==> src/rtl/calc_sequencer.sv <==
// -----------------------------------------------------------------------------
// calc_sequencer
//
// Control unit for the X/Y/Z register + ULA calculator datapath.
// A 4-bit operation code is accepted through a start/busy/done handshake and
// translated into register-mode controls (tX, tY, tZ), the ULA operation
// (tULA) and the Z load-source select (z_src).
//
// Operations:
//   0000..0111  single-cycle register/ULA operations (EXEC state)
//   1000        shift-add multiply, WIDTH iterations of ADD + SHIFT
//   1001..1111  illegal, reported with a one-cycle err pulse
//
// Ports:
//   clk     in   system clock, rising edge
//   rst_n   in   asynchronous active-low reset
//   func    in   [3:0] operation code, sampled when start is accepted
//   start   in   request, accepted only in IDLE
//   y_lsb   in   Y register bit 0, steers the multiply accumulate
//   tX      out  [1:0] X mode: 00 CLEAR, 01 LOAD, 10 HOLD, 11 SL
//   tY      out  [2:0] Y mode: 000 CLEAR, 001 LOAD, 010 HOLD, 011 SL, 100 SR
//   tZ      out  [1:0] Z mode: 00 CLEAR, 01 LOAD, 10 HOLD
//   tULA    out  ULA op: 0 ADD, 1 SUB
//   z_src   out  Z load source: 0 external input, 1 ULA result
//   busy    out  high while an operation is executing
//   done    out  one-cycle pulse in the final cycle of an operation
//   err     out  one-cycle pulse on an illegal func
// -----------------------------------------------------------------------------
module calc_sequencer #(
  parameter int WIDTH = 8,
  parameter int CNT_W = $clog2(WIDTH + 1)
) (
  input  logic       clk,
  input  logic       rst_n,
  input  logic [3:0] func,
  input  logic       start,
  input  logic       y_lsb,
  output logic [1:0] tX,
  output logic [2:0] tY,
  output logic [1:0] tZ,
  output logic       tULA,
  output logic       z_src,
  output logic       busy,
  output logic       done,
  output logic       err
);

  // Register mode encodings
  localparam logic [1:0] X_CLEAR = 2'b00;
  localparam logic [1:0] X_LOAD  = 2'b01;
  localparam logic [1:0] X_HOLD  = 2'b10;
  localparam logic [1:0] X_SL    = 2'b11;

  localparam logic [2:0] Y_CLEAR = 3'b000;
  localparam logic [2:0] Y_LOAD  = 3'b001;
  localparam logic [2:0] Y_HOLD  = 3'b010;
  localparam logic [2:0] Y_SL    = 3'b011;
  localparam logic [2:0] Y_SR    = 3'b100;

  localparam logic [1:0] Z_CLEAR = 2'b00;
  localparam logic [1:0] Z_LOAD  = 2'b01;
  localparam logic [1:0] Z_HOLD  = 2'b10;

  localparam logic       ULA_ADD = 1'b0;
  localparam logic       ULA_SUB = 1'b1;

  localparam logic [3:0] FUNC_MUL = 4'b1000;

  // Iteration index of the final SHIFT cycle of a multiply
  localparam logic [CNT_W-1:0] LAST_CNT = CNT_W'(WIDTH - 1);

  typedef enum logic [2:0] {
    S_IDLE      = 3'd0,
    S_EXEC      = 3'd1,
    S_MUL_ADD   = 3'd2,
    S_MUL_SHIFT = 3'd3,
    S_ERR       = 3'd4
  } state_t;

  state_t           state_q, state_d;
  logic [3:0]       func_q,  func_d;
  logic [CNT_W-1:0] cnt_q,   cnt_d;

  // ---------------------------------------------------------------------------
  // State register
  // ---------------------------------------------------------------------------
  always_ff @(posedge clk or negedge rst_n) begin
    if (!rst_n) begin
      state_q <= S_IDLE;
      func_q  <= 4'b0000;
      cnt_q   <= '0;
    end else begin
      state_q <= state_d;
      func_q  <= func_d;
      cnt_q   <= cnt_d;
    end
  end

  // ---------------------------------------------------------------------------
  // Next-state logic
  // func is only captured in IDLE, so changes while busy have no effect.
  // ---------------------------------------------------------------------------
  always_comb begin
    state_d = state_q;
    func_d  = func_q;
    cnt_d   = cnt_q;

    unique case (state_q)
      S_IDLE: begin
        if (start) begin
          func_d = func;
          cnt_d  = '0;
          if (!func[3]) begin
            state_d = S_EXEC;
          end else if (func == FUNC_MUL) begin
            state_d = S_MUL_ADD;
          end else begin
            state_d = S_ERR;
          end
        end
      end

      S_EXEC: begin
        state_d = S_IDLE;
      end

      S_MUL_ADD: begin
        state_d = S_MUL_SHIFT;
      end

      S_MUL_SHIFT: begin
        // The exit happens at WIDTH-1, so the counter tops out at WIDTH and
        // CNT_W = clog2(WIDTH+1) bits never wrap.
        cnt_d = cnt_q + 1'b1;
        if (cnt_q == LAST_CNT) begin
          state_d = S_IDLE;
        end else begin
          state_d = S_MUL_ADD;
        end
      end

      S_ERR: begin
        state_d = S_IDLE;
      end

      default: begin
        state_d = S_IDLE;
      end
    endcase
  end

  // ---------------------------------------------------------------------------
  // Output decode
  // Everything is decoded from state_q/func_q/cnt_q except tZ in MUL_ADD, which
  // follows y_lsb combinationally so the accumulate sees the current Y bit.
  // ---------------------------------------------------------------------------
  always_comb begin
    tX    = X_HOLD;
    tY    = Y_HOLD;
    tZ    = Z_HOLD;
    tULA  = ULA_ADD;
    z_src = 1'b0;
    busy  = 1'b0;
    done  = 1'b0;
    err   = 1'b0;

    unique case (state_q)
      S_IDLE: begin
        // all controls hold
      end

      S_EXEC: begin
        busy = 1'b1;
        done = 1'b1;
        // func_q[3] is always 0 here; a set bit leaves everything at HOLD.
        if (!func_q[3]) begin
          unique case (func_q[2:0])
            3'b000: begin tX = X_LOAD;  tY = Y_CLEAR; tZ = Z_CLEAR; end
            3'b001: begin tX = X_LOAD;  tY = Y_LOAD;  tZ = Z_HOLD;  end
            3'b010: begin tX = X_HOLD;  tY = Y_LOAD;  tZ = Z_HOLD;  end
            3'b011: begin tX = X_HOLD;  tY = Y_SR;    tZ = Z_HOLD;  end
            3'b100: begin tX = X_CLEAR; tY = Y_CLEAR; tZ = Z_LOAD;  end
            3'b101: begin
              // Z <= Z + X
              tX = X_HOLD; tY = Y_HOLD; tZ = Z_LOAD; tULA = ULA_ADD; z_src = 1'b1;
            end
            3'b110: begin
              // Z <= Z - X
              tX = X_HOLD; tY = Y_HOLD; tZ = Z_LOAD; tULA = ULA_SUB; z_src = 1'b1;
            end
            3'b111: begin tX = X_HOLD;  tY = Y_SL;    tZ = Z_HOLD;  end
            default: begin end
          endcase
        end
      end

      S_MUL_ADD: begin
        busy  = 1'b1;
        z_src = 1'b1;
        tULA  = ULA_ADD;
        tZ    = y_lsb ? Z_LOAD : Z_HOLD;
      end

      S_MUL_SHIFT: begin
        busy  = 1'b1;
        z_src = 1'b1;
        tX    = X_SL;
        tY    = Y_SR;
        done  = (cnt_q == LAST_CNT);
      end

      S_ERR: begin
        busy = 1'b1;
        done = 1'b1;
        err  = 1'b1;
      end

      default: begin end
    endcase
  end

endmodule

==> config.mk <==
export PLATFORM = sky130hd
export DESIGN_NAME = calc_sequencer
export DESIGN_NICKNAME = d
export VERILOG_FILES = /design/src/rtl/calc_sequencer.sv
export SDC_FILE = /design/constraint.sdc
export NUM_CORES = 1
export LEC_CHECK = 0
export BUFFER_PORTS_ARGS = -buffer_cell sky130_fd_sc_hd__buf_2
export CAP_MARGIN = 15
export CORE_AREA = 2 2 41 43
export CTS_BUF_LIST = sky130_fd_sc_hd__clkbuf_8
export CTS_CLUSTER_SIZE = 12
export DETAILED_ROUTE_END_ITERATION = 8
export DIE_AREA = 0 0 43 45
export PLACE_DENSITY_LB_ADDON = 0.1
export SLEW_MARGIN = 20
export SYNTH_ARGS = -nofsm -noshare
export SYNTH_HDL_FRONTEND = slang
export SYNTH_SLANG_ARGS = --single-unit
export TNS_END_PERCENT = 100
==> constraint.sdc <==
create_clock -name clk -period 2.13 [get_ports clk]
set_clock_uncertainty 0.2 [all_clocks]
set_input_delay 0.3195 -clock clk [delete_from_list [all_inputs] [get_ports clk]]
set_output_delay 0.3195 -clock clk [all_outputs]
set_load 0.02 [all_outputs]
==> reports/qor.txt, run 1 <==
Routed length on met2: 653 µm
Gr ovfl total: 0
Count of final setup violators: 0
Worst-path cell chain: nor4b_4 -> nand2_1 -> nor3b_1 -> buf_2
Final instance area: 880 µm²
Crit Path Max Fanout: 3
Outcome: completed
Final slew viol count: 0
PD cells: 1500 mW/mm²
WS Path Type: reg2out
TritonCTS clock tree: done
Root Driver: clkbuf_8
Syn Inst Count: 75
Mapped Area: 692 µm²
Worst-Skew Late Latency: 0.24 ns
Fin util: 59.8%
Antenna cells: 0
Drt pass-1 iters: 4
Worst-Margin Slew: 0.485 ns
Vias: 608
Placed Instances: 108
WP data required: 1.61 ns
CTS Buf Count: 3
IO buf count: 19
Slew margin rel.: 67.2%
Clock sinks: 11
Vias per inst: 5.33
Max frequency: 507 MHz
Average size of a mapped cell: 9.23 µm²
Fillers: 147
Tot Pwr: 1.32 mW
Max incr delay on CP: 0.40 ns
Total length of routed met3 wires: 68 µm
Initial antenna violation count: 0
Non-Filler Instances: 114
Final-report hold violation count: 0
Most frequent cell after synthesis: dfrtp_1
All-layer global routing usage: 17.3%
Clock buffer depth: 2
CP max stage cell: dfrtp_1
Placed instance area: 807 µm²
Synth unique cells: 32
Area delta synth->final: 27.1%
Starting Density: 47.0%
Highest Signal Layer: met4
Drt initial violations: 13
Post-synthesis adder-cell area fraction: 1.81%
Syn Nets: 84
Die X-Extent: 43 µm
Mux cell area share after synthesis: 4.88%
Post-Synth Simple-Gate Area: 23.9%
DRC viols: 0
Primary FF master, synth: dfrtp_1
Post-DP HPWL: 1.12 mm
XOR/XNOR Fraction of Synth Area: 5.06%
Worst-path clk slew: 0.05 ns
Routed Antenna Nets: 0
Min-delay worst type: in2reg
Largest net degree at the start of global routing: 12
Synthesis warning total: 0
Max VDD drop: 702 µV
Post-route minimum period: 1.97 ns
Share of the synthesized area in the top cell type: 39.8%
Top cells by area, synth: dfrtp_1 40%, o21ai_0 5.1%, nand2_1 3.8%
Max-cap violations: 0
Worst path bufs/invs: 1
Die Span Y: 45 µm
Share of cells above drive strength 1: 32.7%
H-tree depth: 1
Die area: 0.00194 mm²
CP top delay family: simple AND/OR/NAND/NOR gates
# rows: 14
Arrival @ worst endpoint: 1.45 ns
Vias in the first global route: 550
Synthesis-stage register bit count: 11
Drt wl/cell: 12.9 µm
NumNets Final: 108
Io pins: 20
Area of the core: 0.00147 mm²
Wire length on met1: 733 µm
Setup TNS: 0 ns
Largest family of logic cells by synthesized area: simple AND/OR/NAND/NOR gates
RSZ-0062 raised after global routing: no
Crit end category: primary output
Compound-Gate Fraction of Synth Area: 19.2%
Most common library cells after synthesis: 11 x dfrtp_1, 7 x nand2_1, 7 x o21ai_0
Period Utilization, post-route: 92.6%
Final wirelength: 1.47 mm
Routability cong.: 0.768
Startpoint types: flop
Register area share after synthesis: 39.8%
First-pass GRT wire length: 2.45 mm
EDFF count, synth: 0
Largest area contributor in the netlist: dfrtp_1
Synth async-reset ratio: 100%
Leakage power: 0.424 nW
[worst min-delay path: stages]
cell	delay (ns)
buf_2	0.09
nand2_1	0.04
o21ai_0	0.06
[what timing repair did]
item,4_1_cts,5_1_grt
pin swaps,0,1
setup endpoints to repair,1,1
hold endpoints to repair,11,0
gates resized for setup,1,0
setup buffers,0,1
hold buffers,1,0
[through the flow]
step,hold slack (ns),setup WS (ns)
6_report,0.112,0.157
5_1_grt,0.130,0.0238
4_1_cts,0.110,0.0631
3_5_place_dp,0.00386,0.257
3_3_place_gp,-0.00118,0.330
2_1_floorplan,-0.176,0.0609
[cells by family (layout without fill, tap and decap cells)]
logic type               count (synthesis)  after routing
AND/OR/NAND/NOR                         26             26
multiplexers                             3              3
buffers and inverters                    9             32
flip-flops                              11             11
adder cells (fa/ha/maj)                  1              1
AO/OA/AOI/OAI                           21             21
XOR/XNOR                                 4              4
[cell type report]
type / count / area, µm² / share of cell area, %
tap: 16 / 20.0 / 2.28
sequential: 11 / 275 / 31.3
clock inverter: 1 / 5.00 / 0.569
inverter: 4 / 15.0 / 1.71
clock buffer: 3 / 41.3 / 4.69
multi-input combinational: 55 / 388 / 44.1
timing repair buffer: 24 / 135 / 15.4
[final timing paths]
path                                        start                      to  slack [ns]  cells after the start
hold reg to reg              cnt_q[1]$_DFFE_PN0P_    cnt_q[1]$_DFFE_PN0P_        0.34                      1
setup reg to reg           state_q[1]$_DFFE_PN0P_    cnt_q[0]$_DFFE_PN0P_        0.34                      4
max in group asynchronous                   rst_n  state_q[2]$_DFFE_PN0P_        1.25                      2
min in group asynchronous                   rst_n   func_q[2]$_DFFE_PN0P_        0.28                      2
hold / removal                            func[2]   func_q[2]$_DFFE_PN0P_        0.11                      3
setup / recovery           state_q[1]$_DFFE_PN0P_                    tULA        0.16                      4
[power by group]
part / switching, mW / internal (mW) / total [mW]
sequential: 0.114 / 0.303 / 0.417
clock: 0.0786 / 0.128 / 0.207
combinational: 0.378 / 0.315 / 0.694
[flip-flops by register name, summed over array words and instances, names as in the netlist]
register  flops
cnt_q         4
func_q        4
state_q       3
[metal layers]
layer / track usage [%] / vias up
met2: 25.8 / 14
met5: 0 / -
met3: 6.40 / 2
met1: 23.8 / 285
li1: - / 307
met4: 5.45 / 0
[layout by cell type (no fill, tap or decap), drive strengths merged]
master and count:
a21bo 1, a21boi 1, a21o 1, a21oi 4, a22o 3, a31oi 2, and2 2, and3b 1
buf 23, clkbuf 3, clkinv 1, dfrtp 11, dlygate4sd3 1, ha 1, inv 4, mux2 3
nand2 7, nand2b 1, nand3 2, nor2 5, nor2b 1, nor3 1, nor3b 2, nor4b 3
o21a 1, o21ai 7, o22ai 1, or3 1, xnor2 3, xor2 1
Note: power is estimated with default switching activity, not from simulation.
==> inputs of run 2 (changes only) <==
Settings changed: ABC_CLOCK_PERIOD_IN_PS set to 1710, CORE_AREA 2 2 41 43 to 2 2 42 44, DIE_AREA 0 0 43 45 to 0 0 44 46.
Clock period 2.13 ns to 1.71 ns, I/O delays scaled along.
==> reports/qor.txt, run 2 (same netlist as run 1, synthesis figures left out) <==
Final instance area: 0.00111 mm² (+26%)
Slew margin rel.: 64.9% (-2.3 points)
Count of final setup violators: 12 (+12)
Antenna cells: 0 (unchanged)
Crit Path Max Fanout: 3 (unchanged)
Min Hold Slack: 0.0445 ns (-0.0676 ns)
Clock buffer depth: 2 (unchanged)
Most common cell after layout, fill and taps aside: buf_4
Final slew viol count: 0 (unchanged)
Starting Density: 42.9% (-4.2 points)
Final-report hold violation count: 0 (unchanged)
Leakage power: 0.508 nW (+20%)
Worst-Margin Slew: 0.519 ns (+0.0344 ns)
Post-DP HPWL: 1.14 mm (+2.1%)
Hold Path Origin: func[2]
Vias: 679 (+12%)
WP data required: 1.25 ns (-0.36 ns)
Worst-path clk slew: 0.05 ns (about the same)
Vias in the first global route: 589 (+7.1%)
IO buf count: 19 (unchanged)
Area delta synth->final: 60.4%
Arrival @ worst endpoint: 1.46 ns (about the same)
Die Span Y: 46 µm (+2.2%)
Placed instance area: 890 µm² (+10%)
# rows: 15 (+1)
Worst-Skew Late Latency: 0.23 ns (about the same)
Vias per inst: 5.52 (+3.5%)
Worst r2r path cells: 5 (+1)
Period Utilization, post-route: 112%
Post-route minimum period: 1.92 ns
Total length of routed met3 wires: 52 µm (-24%)
Crit end category: primary output
Max VDD drop: 951 µV (+35%)
DRC viols: 0 (unchanged)
Area of the core: 0.00161 mm² (+9.7%)
Routed length on met2: 847 µm (+30%)
Drt initial violations: 2 (-11)
RSZ-0062 raised after global routing: yes
Largest net degree at the start of global routing: 12 (unchanged)
Fillers: 133 (-9.5%)
PD cells: 1780 mW/mm² (+19%)
H-tree depth: 1 (unchanged)
Most frequent cells in the layout: 14 x buf_4, 9 x buf_2, 8 x buf_6
Initial antenna violation count: 0 (unchanged)
Clock sinks: 11 (unchanged)
First-pass GRT wire length: 2.58 mm (+5.3%)
Root Driver: clkbuf_8
Startpoint types: flop
Hold path depth: 3 (unchanged)
Largest registers: cnt_q (4), func_q (4), state_q (3)
Gr ovfl total: 0 (unchanged)
Wire length on met1: 663 µm (-9.5%)
Drt wl/cell: 12.8 µm (-0.63%)
Min-delay worst type: in2reg
All-layer global routing usage: 17.5% (+0.21 points)
Routability cong.: 0.780 (+1.6%)
Io pins: 20 (unchanged)
CTS Buf Count: 3 (unchanged)
Max frequency: 522 MHz
Highest Signal Layer: met4
WS Path Type: reg2out
NumNets Final: 116 (+7.4%)
Critical Path Start: state_q[2]$_DFFE_PN0P_
Violated checks: negative setup slack
Final worst setup slack: -0.206 ns (-0.363 ns)
Final wirelength: 1.58 mm (+7.2%)
Drt pass-1 iters: 4 (unchanged)
Die area: 0.00202 mm² (+4.6%)
Die X-Extent: 44 µm (+2.3%)
TritonCTS clock tree: done
R2r startpoint: state_q[2]$_DFFE_PN0P_
Max-cap violations: 0 (unchanged)
Routed Antenna Nets: 0 (unchanged)
Share of cells above drive strength 1: 59.4% (+27 points)
Outcome: finished, violations left
run 2: changes by cell type in the layout (fill, tap and decap cells not counted), sizes merged:
cell    previous run  this run
buf               23        31
inv                4         5
clkinv             1         0
run 2: final timing paths:
check                                         end  slack (ns)
setup / recovery                            tY[0]       -0.21
hold / removal              func_q[2]$_DFFE_PN0P_        0.04
setup reg to reg            func_q[1]$_DFFE_PN0P_       -0.02
hold reg to reg              cnt_q[1]$_DFFE_PN0P_        0.33
max in group asynchronous  state_q[0]$_DFFE_PN0P_        0.87
min in group asynchronous   func_q[1]$_DFFE_PN0P_        0.22
run 2: layer usage:
layer  up-vias  GRT usage (%)
li1        328              -
met1       335           22.2
met2        14           29.1
met3         2           2.38
met4         0           9.09
met5         -              0
run 2: where the power goes:
part,switching [mW],internal (mW),total (mW)
Sequential,0.168,0.388,0.555
Combinational,0.573,0.600,1.17
Clock,0.0940,0.157,0.251
Total,0.834,1.15,1.98
run 2: per-stage QoR:
step	TNS [ns]	worst slack [ns]	total power [mW]	utilization, %	std cells
after floorplan	-0.0514	-0.0462	1.21	-	75
after global placement	0	0.0381	1.46	55.1	114
after detailed placement	-0.00705	-0.00705	1.47	55.1	114
after CTS	-1.63	-0.217	1.84	62.9	120
after global routing	-2.12	-0.322	2.14	68.8	123
final	-1.21	-0.206	1.98	68.8	123
run 2: area by class of cell:
type | count | area, µm² | share of cell area, %
multi-input combinational | 55 | 498 | 44.9
sequential | 11 | 280 | 25.3
timing repair buffer | 32 | 250 | 22.5
clock buffer | 3 | 41.3 | 3.72
tap | 17 | 21.3 | 1.92
inverter | 4 | 15.0 | 1.35
clock inverter | 1 | 3.75 | 0.338
run 2: critical path, cell delays in order, from the launching register on:
cell and delay [ns]:
dfrtp_1 0.41, nor4b_4 0.33, buf_4 0.19, nand2_2 0.05, a21oi_2 0.10, buf_4 0.15
run 2: what timing repair did:
item / CTS / global route
gates resized for setup: 23 / 20
endpoints found under the hold margin: 11 / 0
pin swaps: 4 / 1
setup endpoints to repair: 12 / 18
hold buffers: 1 / 0
setup buffers: 1 / 3
==> inputs of run 3 (changes only) <==
--- a/config.mk
+++ b/config.mk
@@ -6,14 +6,14 @@
 export NUM_CORES = 1
 export LEC_CHECK = 0
+export ABC_AREA = 1
 export ABC_CLOCK_PERIOD_IN_PS = 1710
 export BUFFER_PORTS_ARGS = -buffer_cell sky130_fd_sc_hd__buf_2
 export CAP_MARGIN = 15
-export CORE_AREA = 2 2 42 44
+export CORE_AREA = 2 2 43 45
 export CTS_BUF_LIST = sky130_fd_sc_hd__clkbuf_8
 export CTS_CLUSTER_SIZE = 12
 export DETAILED_ROUTE_END_ITERATION = 8
-export DIE_AREA = 0 0 44 46
+export DIE_AREA = 0 0 45 47
 export PLACE_DENSITY_LB_ADDON = 0.1
-export SLEW_MARGIN = 20
 export SYNTH_ARGS = -nofsm -noshare
 export SYNTH_HDL_FRONTEND = slang
==> constraint.sdc (replaced) <==
create_clock -name clk -period 1.71 [get_ports clk]
set_clock_uncertainty 0.2 [all_clocks]
set_input_delay 0.171 -clock clk [delete_from_list [all_inputs] [get_ports clk]]
set_output_delay 0.171 -clock clk [all_outputs]
set_load 0.02 [all_outputs]
==> reports/qor.txt, run 3 <==
Io pins: 20 (unchanged)
Period Utilization, post-route: 101% (-11 points)
Drt pass-1 iters: 4 (unchanged)
Average size of a mapped cell: 6.77 µm² (-27%)
Drt initial violations: 8 (+6)
Fin util: 62.7% (-6.1 points)
Synthesis-stage register bit count: 11 (unchanged)
# rows: 15 (unchanged)
Starting Density: 44.2% (+1.4 points)
Area of the core: 0.00165 mm² (+2.3%)
Largest area contributor in the netlist: dfrtp_1
Outcome: finished, violations left
Drt wl/cell: 11.1 µm (-13%)
Synthesis warning total: 0 (unchanged)
Initial antenna violation count: 0 (unchanged)
Largest net degree at the start of global routing: 12 (unchanged)
Syn Nets: 117 (+39%)
Hold Path Origin: start
Register area share after synthesis: 37.7% (-2.1 points)
WP data required: 1.34 ns (+0.09 ns)
IO buf count: 19 (unchanged)
CTS Buf Count: 3 (unchanged)
TritonCTS clock tree: done
Worst-Skew Late Latency: 0.25 ns (+0.02 ns)
Final-report hold violation count: 0 (unchanged)
Top cells by area, synth: dfrtp_1 38%, nand2_1 13%, inv_1 8.7%
Antenna cells: 0 (unchanged)
Synth unique cells: 17 (-47%)
H-tree depth: 1 (unchanged)
Synth async-reset ratio: 100% (unchanged)
Max incr delay on CP: 0.46 ns (+0.05 ns)
Final wirelength: 1.76 mm (+12%)
First-pass GRT wire length: 2.93 mm (+13%)
Routed Antenna Nets: 0 (unchanged)
Primary FF master, synth: dfrtp_1
Most frequent cell after synthesis: nand2_1
Setup TNS: -0.0282 ns (+1.18 ns)
Max-cap violations: 0 (unchanged)
Final worst setup slack: -0.0187 ns (+0.187 ns)
Vias in the first global route: 728 (+24%)
Syn Inst Count: 108 (+44%)
Cell mode on critical path: nor2_4
Max frequency: 578 MHz (+11%)
Vias per inst: 4.87 (-12%)
Count of final setup violators: 3 (-9)
RSZ-0062 raised after global routing: yes
Worst-path clk slew: 0.05 ns (about the same)
Share of cells above drive strength 1: 34.0% (-25 points)
Largest registers: cnt_q (4), func_q (4), state_q (3)
Arrival @ worst endpoint: 1.36 ns (-0.10 ns)
Routability cong.: 0.836 (+7.2%)
Die X-Extent: 45 µm (+2.3%)
Max VDD drop: 846 µV (-11%)
R2r startpoint: state_q[2]$_DFFE_PN0P_
Most common cell after layout, fill and taps aside: nand2_1
WS Path Type: reg2out
Critical Path Start: state_q[2]$_DFFE_PN0P_
Hold path depth: 3 (unchanged)
Crit Path Max Fanout: 4 (+1)
Post-route minimum period: 1.73 ns (-0.187 ns)
Most common library cells after synthesis: 26 x nand2_1, 17 x inv_1, 15 x nor2_1
Post-DP HPWL: 1.31 mm (+15%)
Worst-path cell chain: nor2_4 -> nand2_4 -> nor2_4 -> nand2_1 -> o21ai_1 -> buf_4
Gr ovfl total: 0 (unchanged)
EDFF count, synth: 0 (unchanged)
Mapped Area: 731 µm² (+5.6%)
Crit end category: primary output
Clock sinks: 11 (unchanged)
Final slew viol count: 0 (unchanged)
Root Driver: clkbuf_8
Fillers: 147 (+11%)
Violated checks: negative setup slack
Clock buffer depth: 2 (unchanged)
Most frequent cells in the layout: 24 x nand2_1, 17 x inv_1, 13 x nor2_1
Leakage power: 0.561 nW (+10%)
Worst r2r path cells: 6 (+1)
NumNets Final: 151 (+30%)
PD cells: 1420 mW/mm² (-20%)
All-layer global routing usage: 19.4% (+1.9 points)
Die Span Y: 47 µm (+2.2%)
Share of the synthesized area in the top cell type: 37.7% (-2.1 points)
Worst-Margin Slew: 0.252 ns (-0.267 ns)
Min-delay worst type: in2reg
Area delta synth->final: 41.6%
Vias: 770 (+13%)
Startpoint types: flop
Slew margin rel.: 83.2% (+18 points)
DRC viols: 0 (unchanged)
CP max stage cell: dfrtp_2
Die area: 0.00212 mm² (+4.5%)
==> run 3: final cells by class <==
cell class	instances	area (µm²)	share of cell area [%]
clock inverter	1	3.75	0.363
timing repair buffer	29	208	20.1
multi-input combinational	77	409	39.5
inverter	20	75.1	7.26
sequential	11	277	26.7
tap	17	21.3	2.06
clock buffer	3	41.3	3.99
==> run 3: what timing repair did <==
action                     in CTS  in global routing
hold endpoints to repair       16                  0
gates resized for setup         8                 15
cloned                          0                  0
setup endpoints to repair       7                 11
pin swaps                       3                  2
hold buffers                    5                  0
buffers inserted                4                  0
==> run 3: final timing paths <==
kind | end | slack, ns
max | tZ[0] | -0.02
min | state_q[1]$_DFFE_PN0P_ | 0.02
max reg2reg | state_q[2]$_DFFE_PN0P_ | 0.33
min reg2reg | cnt_q[3]$_DFFE_PN0P_ | 0.30
min in group asynchronous | cnt_q[2]$_DFFE_PN0P_ | 0.12
max in group asynchronous | state_q[2]$_DFFE_PN0P_ | 0.97
==> run 3: worst max-delay path, delay by kind of cell (launching register included) <==
kind,cells,cell delay [ns]
flops,1,0.46
simple gates,4,0.43
buf+inv,1,0.15
compound gates,1,0.07
==> run 3: power by group <==
group	switching, mW	total, mW	internal (mW)
logic	0.508	0.797	0.289
clock network	0.108	0.267	0.159
registers	0.0731	0.407	0.334
total	0.690	1.47	0.782
==> run 3: per-stage QoR <==
stage | hold WS, ns | instance area (µm²) | total power, mW | instances | worst slack [ns]
floorplan | -0.325 | 731 | 0.886 | 108 | 0.192
global placement | -0.143 | 855 | 1.07 | 145 | 0.230
detailed placement | -0.141 | 855 | 1.08 | 145 | 0.188
CTS | 0.0180 | 998 | 1.42 | 158 | 0.00427
global route | 0.0431 | 1030 | 1.58 | 158 | -0.0708
finish | 0.0169 | 1030 | 1.47 | 158 | -0.0187
==> run 3: routing by layer <==
metal	vias to the layer above	share of wire (%)	GRT usage, %
met2	23	53	37.1
met3	3	4.6	2.69
met1	343	41	21.1
met4	0	1.5	8.82
li1	401	-	-
met5	-	0	0
==> run 3: cell families after synthesis <==
| group | share of synthesized area, % |
|---|---|
| AND/OR/NAND/NOR | 38.5 |
| buffers and inverters | 10.3 |
| AO/OA/AOI/OAI | 11.8 |
| flip-flops | 37.7 |
| adder cells (fa/ha/maj) | 1.71 |
